[src/rtl/fetch_sequencer.sv]
`default_nettype none
// ============================================================================
//  Module      : fetch_sequencer
//  Description : Upstream control stage. For each 16-bit command it fetches
//                the command word, reads two operands, hands them to the alu,
//                and writes the result back over the shared request bus.
//                Command layout: [15:13] op, [12:9] srcA, [8:5] srcB,
//                [4:1] dst, [0] next (1 = continue with pc+1, 0 = halt).
//
//  Ports       : clk, rst_n          clock / async active-low reset
//                start               1-cycle pulse, runs from pc=0 (IDLE/HALT)
//                give_com            command read strobe, adr = pc
//                give_data           operand read strobe, adr = operand addr
//                write               write-back strobe, adr = dst, then result
//                adr                 address / write-back data bus
//                dv, com, data       memory response
//                alu_dvi, alu_op,
//                alu_a, alu_b        alu request
//                alu_dvo, alu_p      alu response
//                busy, halted, pc    status
//                err                 sticky timeout flag
//
//  Macro       : FETCH_SEQ_TIMEOUT_EN - enables the per-WAIT-state timeout
//                (TIMEOUT_CYC cycles) that sets err and forces HALT. When
//                undefined, WAIT states wait forever and err is tied low.
//
//  Revision    : 1.0 - initial release
// ============================================================================
module fetch_sequencer #(
    parameter int AW          = 4,
    parameter int DW          = 4,
    parameter int CW          = 16,
    parameter int TIMEOUT_CYC = 255
) (
    input  logic          clk,
    input  logic          rst_n,
    input  logic          start,
    output logic          give_com,
    output logic          give_data,
    output logic          write,
    output logic [AW-1:0] adr,
    input  logic          dv,
    input  logic [CW-1:0] com,
    input  logic [DW-1:0] data,
    output logic          alu_dvi,
    output logic [2:0]    alu_op,
    output logic [DW-1:0] alu_a,
    output logic [DW-1:0] alu_b,
    input  logic          alu_dvo,
    input  logic [DW-1:0] alu_p,
    output logic          busy,
    output logic          halted,
    output logic [AW-1:0] pc,
    output logic          err
);

    typedef enum logic [3:0] {
        S_IDLE       = 4'd0,
        S_FETCH_REQ  = 4'd1,
        S_FETCH_WAIT = 4'd2,
        S_OPA_REQ    = 4'd3,
        S_OPA_WAIT   = 4'd4,
        S_OPB_REQ    = 4'd5,
        S_OPB_WAIT   = 4'd6,
        S_EXEC       = 4'd7,
        S_EXEC_WAIT  = 4'd8,
        S_WB_ADR     = 4'd9,
        S_WB_DATA    = 4'd10,
        S_HALT       = 4'd11
    } state_t;

    state_t        r_state;
    logic [3:0]    r_srcb;
    logic [3:0]    r_dst;
    logic          r_next;
    logic [DW-1:0] r_res;

    logic w_start_ok;
    logic w_tmo;

    assign w_start_ok = start && ((r_state == S_IDLE) || (r_state == S_HALT));

`ifdef FETCH_SEQ_TIMEOUT_EN
    localparam int TW = $clog2(TIMEOUT_CYC + 1);

    logic [TW-1:0] r_cnt;
    logic          w_in_wait;
    logic          w_resp;

    assign w_in_wait = (r_state == S_FETCH_WAIT) || (r_state == S_OPA_WAIT) ||
                       (r_state == S_OPB_WAIT)   || (r_state == S_EXEC_WAIT);
    assign w_resp    = (dv && ((r_state == S_FETCH_WAIT) || (r_state == S_OPA_WAIT) ||
                               (r_state == S_OPB_WAIT))) ||
                       (alu_dvo && (r_state == S_EXEC_WAIT));
    // The counter reads 0 in the first cycle of a WAIT state, so the
    // timeout fires in the TIMEOUT_CYC-th cycle spent waiting.
    assign w_tmo     = w_in_wait && !w_resp && (r_cnt == TW'(TIMEOUT_CYC - 1));

    always_ff @(posedge clk or negedge rst_n) begin
        if (!rst_n) begin
            r_cnt <= '0;
        end else if (w_in_wait) begin
            r_cnt <= r_cnt + 1'b1;
        end else begin
            r_cnt <= '0;
        end
    end

    always_ff @(posedge clk or negedge rst_n) begin
        if (!rst_n) begin
            err <= 1'b0;
        end else if (w_start_ok) begin
            err <= 1'b0;
        end else if (w_tmo) begin
            err <= 1'b1;
        end
    end
`else
    logic w_unused_tmo;

    assign w_unused_tmo = (TIMEOUT_CYC > 0);
    assign w_tmo        = 1'b0;
    assign err          = 1'b0;
`endif

    // Outputs are registered and assigned on the transition into the state
    // they belong to, so each strobe is high exactly during its REQ state.
    always_ff @(posedge clk or negedge rst_n) begin
        if (!rst_n) begin
            r_state   <= S_IDLE;
            r_srcb    <= '0;
            r_dst     <= '0;
            r_next    <= 1'b0;
            r_res     <= '0;
            give_com  <= 1'b0;
            give_data <= 1'b0;
            write     <= 1'b0;
            adr       <= '0;
            alu_dvi   <= 1'b0;
            alu_op    <= '0;
            alu_a     <= '0;
            alu_b     <= '0;
            busy      <= 1'b0;
            halted    <= 1'b0;
            pc        <= '0;
        end else begin
            give_com  <= 1'b0;
            give_data <= 1'b0;
            write     <= 1'b0;
            alu_dvi   <= 1'b0;

            case (r_state)
                S_IDLE, S_HALT: begin
                    if (start) begin
                        r_state  <= S_FETCH_REQ;
                        pc       <= '0;
                        adr      <= '0;
                        give_com <= 1'b1;
                        busy     <= 1'b1;
                        halted   <= 1'b0;
                    end
                end

                S_FETCH_REQ: r_state <= S_FETCH_WAIT;

                S_FETCH_WAIT: begin
                    if (dv) begin
                        alu_op    <= com[15:13];
                        r_srcb    <= com[8:5];
                        r_dst     <= com[4:1];
                        r_next    <= com[0];
                        adr       <= AW'(com[12:9]);
                        give_data <= 1'b1;
                        r_state   <= S_OPA_REQ;
                    end else if (w_tmo) begin
                        r_state <= S_HALT;
                        busy    <= 1'b0;
                        halted  <= 1'b1;
                    end
                end

                S_OPA_REQ: r_state <= S_OPA_WAIT;

                S_OPA_WAIT: begin
                    if (dv) begin
                        alu_a     <= data;
                        adr       <= AW'(r_srcb);
                        give_data <= 1'b1;
                        r_state   <= S_OPB_REQ;
                    end else if (w_tmo) begin
                        r_state <= S_HALT;
                        busy    <= 1'b0;
                        halted  <= 1'b1;
                    end
                end

                S_OPB_REQ: r_state <= S_OPB_WAIT;

                S_OPB_WAIT: begin
                    if (dv) begin
                        alu_b   <= data;
                        alu_dvi <= 1'b1;
                        r_state <= S_EXEC;
                    end else if (w_tmo) begin
                        r_state <= S_HALT;
                        busy    <= 1'b0;
                        halted  <= 1'b1;
                    end
                end

                S_EXEC: r_state <= S_EXEC_WAIT;

                S_EXEC_WAIT: begin
                    if (alu_dvo) begin
                        r_res   <= alu_p;
                        adr     <= AW'(r_dst);
                        write   <= 1'b1;
                        r_state <= S_WB_ADR;
                    end else if (w_tmo) begin
                        r_state <= S_HALT;
                        busy    <= 1'b0;
                        halted  <= 1'b1;
                    end
                end

                // Second write-back beat carries the result on the address bus.
                S_WB_ADR: begin
                    adr     <= AW'(r_res);
                    r_state <= S_WB_DATA;
                end

                S_WB_DATA: begin
                    if (r_next) begin
                        pc       <= pc + 1'b1;
                        adr      <= pc + 1'b1;
                        give_com <= 1'b1;
                        r_state  <= S_FETCH_REQ;
                    end else begin
                        busy    <= 1'b0;
                        halted  <= 1'b1;
                        r_state <= S_HALT;
                    end
                end

                default: begin
                    r_state <= S_IDLE;
                    busy    <= 1'b0;
                    halted  <= 1'b0;
                end
            endcase
        end
    end

endmodule
`default_nettype wire

[config.mk]
export PLATFORM = sky130hd
export DESIGN_NAME = fetch_sequencer
export DESIGN_NICKNAME = d
export VERILOG_FILES = /design/src/rtl/fetch_sequencer.sv
export SDC_FILE = /design/constraint.sdc
export NUM_CORES = 1
export LEC_CHECK = 0
export ABC_AREA = 1
export BUFFER_PORTS_ARGS = -buffer_cell sky130_fd_sc_hd__buf_4
export CORE_AREA = 8 8 73 75
export DETAILED_ROUTE_END_ITERATION = 6
export DIE_AREA = 0 0 81 83
export HOLD_SLACK_MARGIN = 0.02
export MAX_ROUTING_LAYER = met4
export PLACE_DENSITY_LB_ADDON = 0.12
export SLEW_MARGIN = 30
export SYNTH_ARGS = -nofsm -noshare
export SYNTH_HDL_FRONTEND = slang
export SYNTH_SLANG_ARGS = --single-unit
export TNS_END_PERCENT = 1
[constraint.sdc]
create_clock -name clk -period 1.9 [get_ports clk]
set_input_delay 0.095 -clock clk [delete_from_list [all_inputs] [get_ports clk]]
set_output_delay 0.095 -clock clk [all_outputs]
set_load 0.05 [all_outputs]
==> impl_summary.log <==
[metrics] sequential group share of total power: 33.1%
[metrics] pwr dens: 1740 nW/um^2
[metrics] first-pass GRT wire length: 8.15 mm
[metrics] Unique masters post-synth: 24
[metrics] Inserted Clock Buffers: 5
[metrics] count of TritonRoute iterations in the first routing pass: 4
[metrics] startpoint of the lowest-slack hold path: com[8]
[metrics] most common cell after layout, fill and taps aside: nand2_1
[metrics] post-synthesis sequential element count: 42
[metrics] clk_skew: 0.00393 ns
[metrics] Min-Delay Endpoint: r_srcb[3]$_DFFE_PN0P_
[metrics] Syn Area/Cell: 8.87 um^2
[metrics] Pint: 2.49 mW
[metrics] post-synth net total: 269
[metrics] CTS clock-pin slew for the worst setup and hold paths: 0.08 ns
[metrics] Worst Setup Path Type: reg2reg
[metrics] number of buffers on the longest clock path: 2
[metrics] worst slew pin tran: 0.521 ns
[metrics] Fmax achieved: 595 MHz
[metrics] switching power summed over all nets: 2.21 mW
[metrics] minimum setup slack in the final design: 0.218 ns
[metrics] highest-count cells in the layout ignoring fill and taps: nand2_1 (69), buf_4 (53), dfrtp_1 (42), nor2_1 (23), inv_1 (21)
[metrics] Die Wd: 81 um
[metrics] number of fill cells in the layout: 374
[metrics] sequential share of the synthesized area: 49.6%
[metrics] clock latency on the worst-skew pair: 0.29 ns
[metrics] Root Buffer: clkbuf_8
[metrics] average wire per standard cell: 13.6 um
[metrics] final count of pins violating max slew: 0
[metrics] TritonCTS clock tree: built
[metrics] Worst Path Required: 2.09 ns
[metrics] result of the run: completed
[metrics] DRC: 0
[metrics] initial cell density of the core: 50.4%
[metrics] overall die height: 83 um
[metrics] total global routing track utilization: 15.6%
[metrics] kind of launch point of the worst setup path: flop
[metrics] Diodes inserted: 0
[metrics] post-detailed-route count of antenna-violating nets: 0
[metrics] Setup Viol. Count Final: 0
[metrics] Static Leak: 1.43 nW
[metrics] maximum vdd ir drop: 0.984 mV
[metrics] cell seen most often among critical-path stages: nand2_1
[metrics] final hold violation count: 0
[metrics] GPL Wtd Cong: 0.880
[metrics] synthesized instance count: 239
[metrics] RSZ-0062 raised after global routing: no
[metrics] count of standard-cell rows: 24
[metrics] critical path's largest stage delay: 0.55 ns
[metrics] period utilisation layout: 88.5%
[metrics] I/O pin total: 55
[metrics] Clk pwr share: 14.8%
[metrics] post-place setup slack: 0.245 ns
[metrics] arrival time of the worst setup path: 1.87 ns
[metrics] number of stages on the worst hold path: 2
[metrics] Detail Placement HPWL: 3.73 mm
[metrics] worst reg2reg endpoint: r_res[3]$_DFFE_PN0P_
[metrics] Buffers & Inverters on Critical Path: 2
[metrics] global route total overflow: 0
[metrics] Period minus WS final: 1.68 ns
[metrics] H-Tree Depth: 2
[metrics] switching fraction of total power: 47.0%
[metrics] share of total power in combinational logic: 52.2%
[metrics] FF-to-FF path depth: 7
[metrics] cell chain of the critical path: inv_2 -> nor2_2 -> nand2_1 -> nor2_4 -> inv_1 -> nand2_1 -> nand2_1
[metrics] summed instance area of the synthesized netlist: 2120 um^2
[metrics] routed wire length: 4.82 mm
[metrics] vias in the first global route: 1762
[metrics] cell with the largest stage delay on the worst path: dfrtp_1
[metrics] YS warnings: 0
[metrics] category of cells accounting for the largest share of critical-path delay: simple AND/OR/NAND/NOR gates
[metrics] mean number of vias per cell: 4.88
[metrics] reg-to-reg slack, setup: 0.22 ns
[metrics] area grow syn2layout: 27.6%
[metrics] total of max-cap violations: 0
[metrics] final core utilization: 64.4%
[metrics] type of the worst min-delay path: in2reg
[metrics] nature of the critical path endpoint: flop
[metrics] worst reg2reg path startpoint: r_state[3]$_DFFE_PN0P_
[metrics] total via count in the routed design: 1723
[metrics] largest net degree at the start of global routing: 43
[metrics] clock sink count: 42
[metrics] full die area: 6720 um^2
[metrics] initial antenna violation count: 0
[metrics] maximum fanout along the worst path: 10
[metrics] total core area: 4200 um^2
[metrics] count of input and output buffers: 53
[metrics] post-route total power: 4.70 mW
[metrics] Post-layout nets: 330
[metrics] DR iter-0 viols: 141
[metrics] number of buffers inserted to repair setup after CTS: 0
[metrics] worst slew slack as a fraction of its limit: 65.3%
[metrics] share of layout cells above drive strength 1: 33.6%
[metrics] setup TNS after final layout: 0 ns
per-stage QoR:
stage | hold slack (ns) | std cells | area [um^2]
2_1_floorplan | -0.201 | 239 | 2120
3_3_place_gp | 0.109 | 340 | 2550
3_5_place_dp | 0.110 | 340 | 2550
4_1_cts | 0.0252 | 353 | 2710
5_1_grt | 0.0206 | 353 | 2710
6_report | 0.0278 | 353 | 2710
layer usage:
| layer | vias up | track usage [%] | share of wire [%] |
|---|---|---|---|
| met4 | 0 | 4.07 | 0.71 |
| met5 | - | - | 0 |
| li1 | 880 | - | - |
| met2 | 61 | 23.9 | 47 |
| met3 | 4 | 3.99 | 6.2 |
| met1 | 778 | 19.8 | 46 |
sequential cells by signal, summed over array words and instances (netlist names):
signal and count:
pc 4, give_data 1, r_next 1, alu_a 4, r_res 4, r_state 4, give_com 1, write 1
alu_op 3, r_srcb 4, alu_b 4, r_dst 4, adr 4, alu_dvi 1, busy 1, halted 1
cell usage after synthesis:
cell type / instances / area [um^2]
o21ai_0: 7 / 35.0
nand3_4: 1 / 17.5
dfrtp_1: 42 / 1050
nand3_2: 1 / 10.0
nand4_1: 1 / 6.26
o211ai_1: 1 / 7.51
mux2_2: 14 / 158
nor2_1: 23 / 86.3
nor2_2: 3 / 18.8
a21oi_1: 7 / 35.0
conb_1: 1 / 3.75
nand2_1: 69 / 259
ha_1: 1 / 12.5
nor2_4: 5 / 56.3
nand2_2: 7 / 43.8
nor3_4: 1 / 16.3
inv_2: 4 / 15.0
nor3_1: 1 / 5.00
buf_4: 2 / 15.0
inv_1: 21 / 78.8
buf_6: 2 / 22.5
mux2_4: 3 / 45.0
nand2_4: 2 / 22.5
nand3_1: 20 / 100
repair_timing:
item,in CTS,in global routing
endpoints found under the hold margin,46,0
gates resized for setup,0,0
hold buffers,5,0
power by group through the flow:
stage          clock, mW  sequential, mW  combinational (mW)
2_1_floorplan          0            2.21                1.15
3_3_place_gp           0            1.56                2.43
3_5_place_dp           0            1.57                2.46
4_1_cts            0.712            1.55                2.47
5_1_grt            0.753            1.60                2.66
6_report           0.694            1.56                2.45
cell families after synthesis:
logic type / Yosys count / synth area share, %
and+or+nand+nor: 134 / 30.3
other: 1 / 0.177
adders and majority gates: 1 / 0.590
DFF: 42 / 49.6
AOI/OAI and AO/OA: 15 / 3.66
buffers and inverters: 29 / 6.19
muxes: 17 / 9.56
area by class of cell:
cell class | instances | area (um^2) | area share [%]
Sequential cell | 42 | 1050 | 38.8
Multi-Input combinational cell | 168 | 938 | 34.7
Timing Repair Buffer | 58 | 448 | 16.6
Inverter | 25 | 93.8 | 3.47
Clock buffer | 6 | 72.6 | 2.68
Tap cell | 52 | 65.1 | 2.40
Clock inverter | 2 | 37.5 | 1.39
worst reg2reg max path: stages (launching register included):
cell	delay, ns
dfrtp_1	0.55
inv_2	0.10
nor2_2	0.33
nand2_1	0.20
nor2_4	0.19
inv_1	0.10
nand2_1	0.06
nand2_1	0.05
worst max path at each step:
stage / cells after the start / endpoint / from / slack (ns)
final: 7 / r_res[3]$_DFFE_PN0P_ / r_state[3]$_DFFE_PN0P_ / 0.22
after global routing: 7 / r_res[3]$_DFFE_PN0P_ / r_state[3]$_DFFE_PN0P_ / 0.06
after CTS: 7 / r_res[3]$_DFFE_PN0P_ / r_state[3]$_DFFE_PN0P_ / 0.23
after detailed placement: 7 / r_res[3]$_DFFE_PN0P_ / r_state[3]$_DFFE_PN0P_ / 0.24
after global placement: 9 / adr[1]$_DFFE_PN0P_ / r_state[3]$_DFFE_PN0P_ / 0.30
after floorplan: 8 / adr[2]$_DFFE_PN0P_ / pc[0]$_DFFE_PN0P_ / 0.46
(Power assumes the default switching activity.)
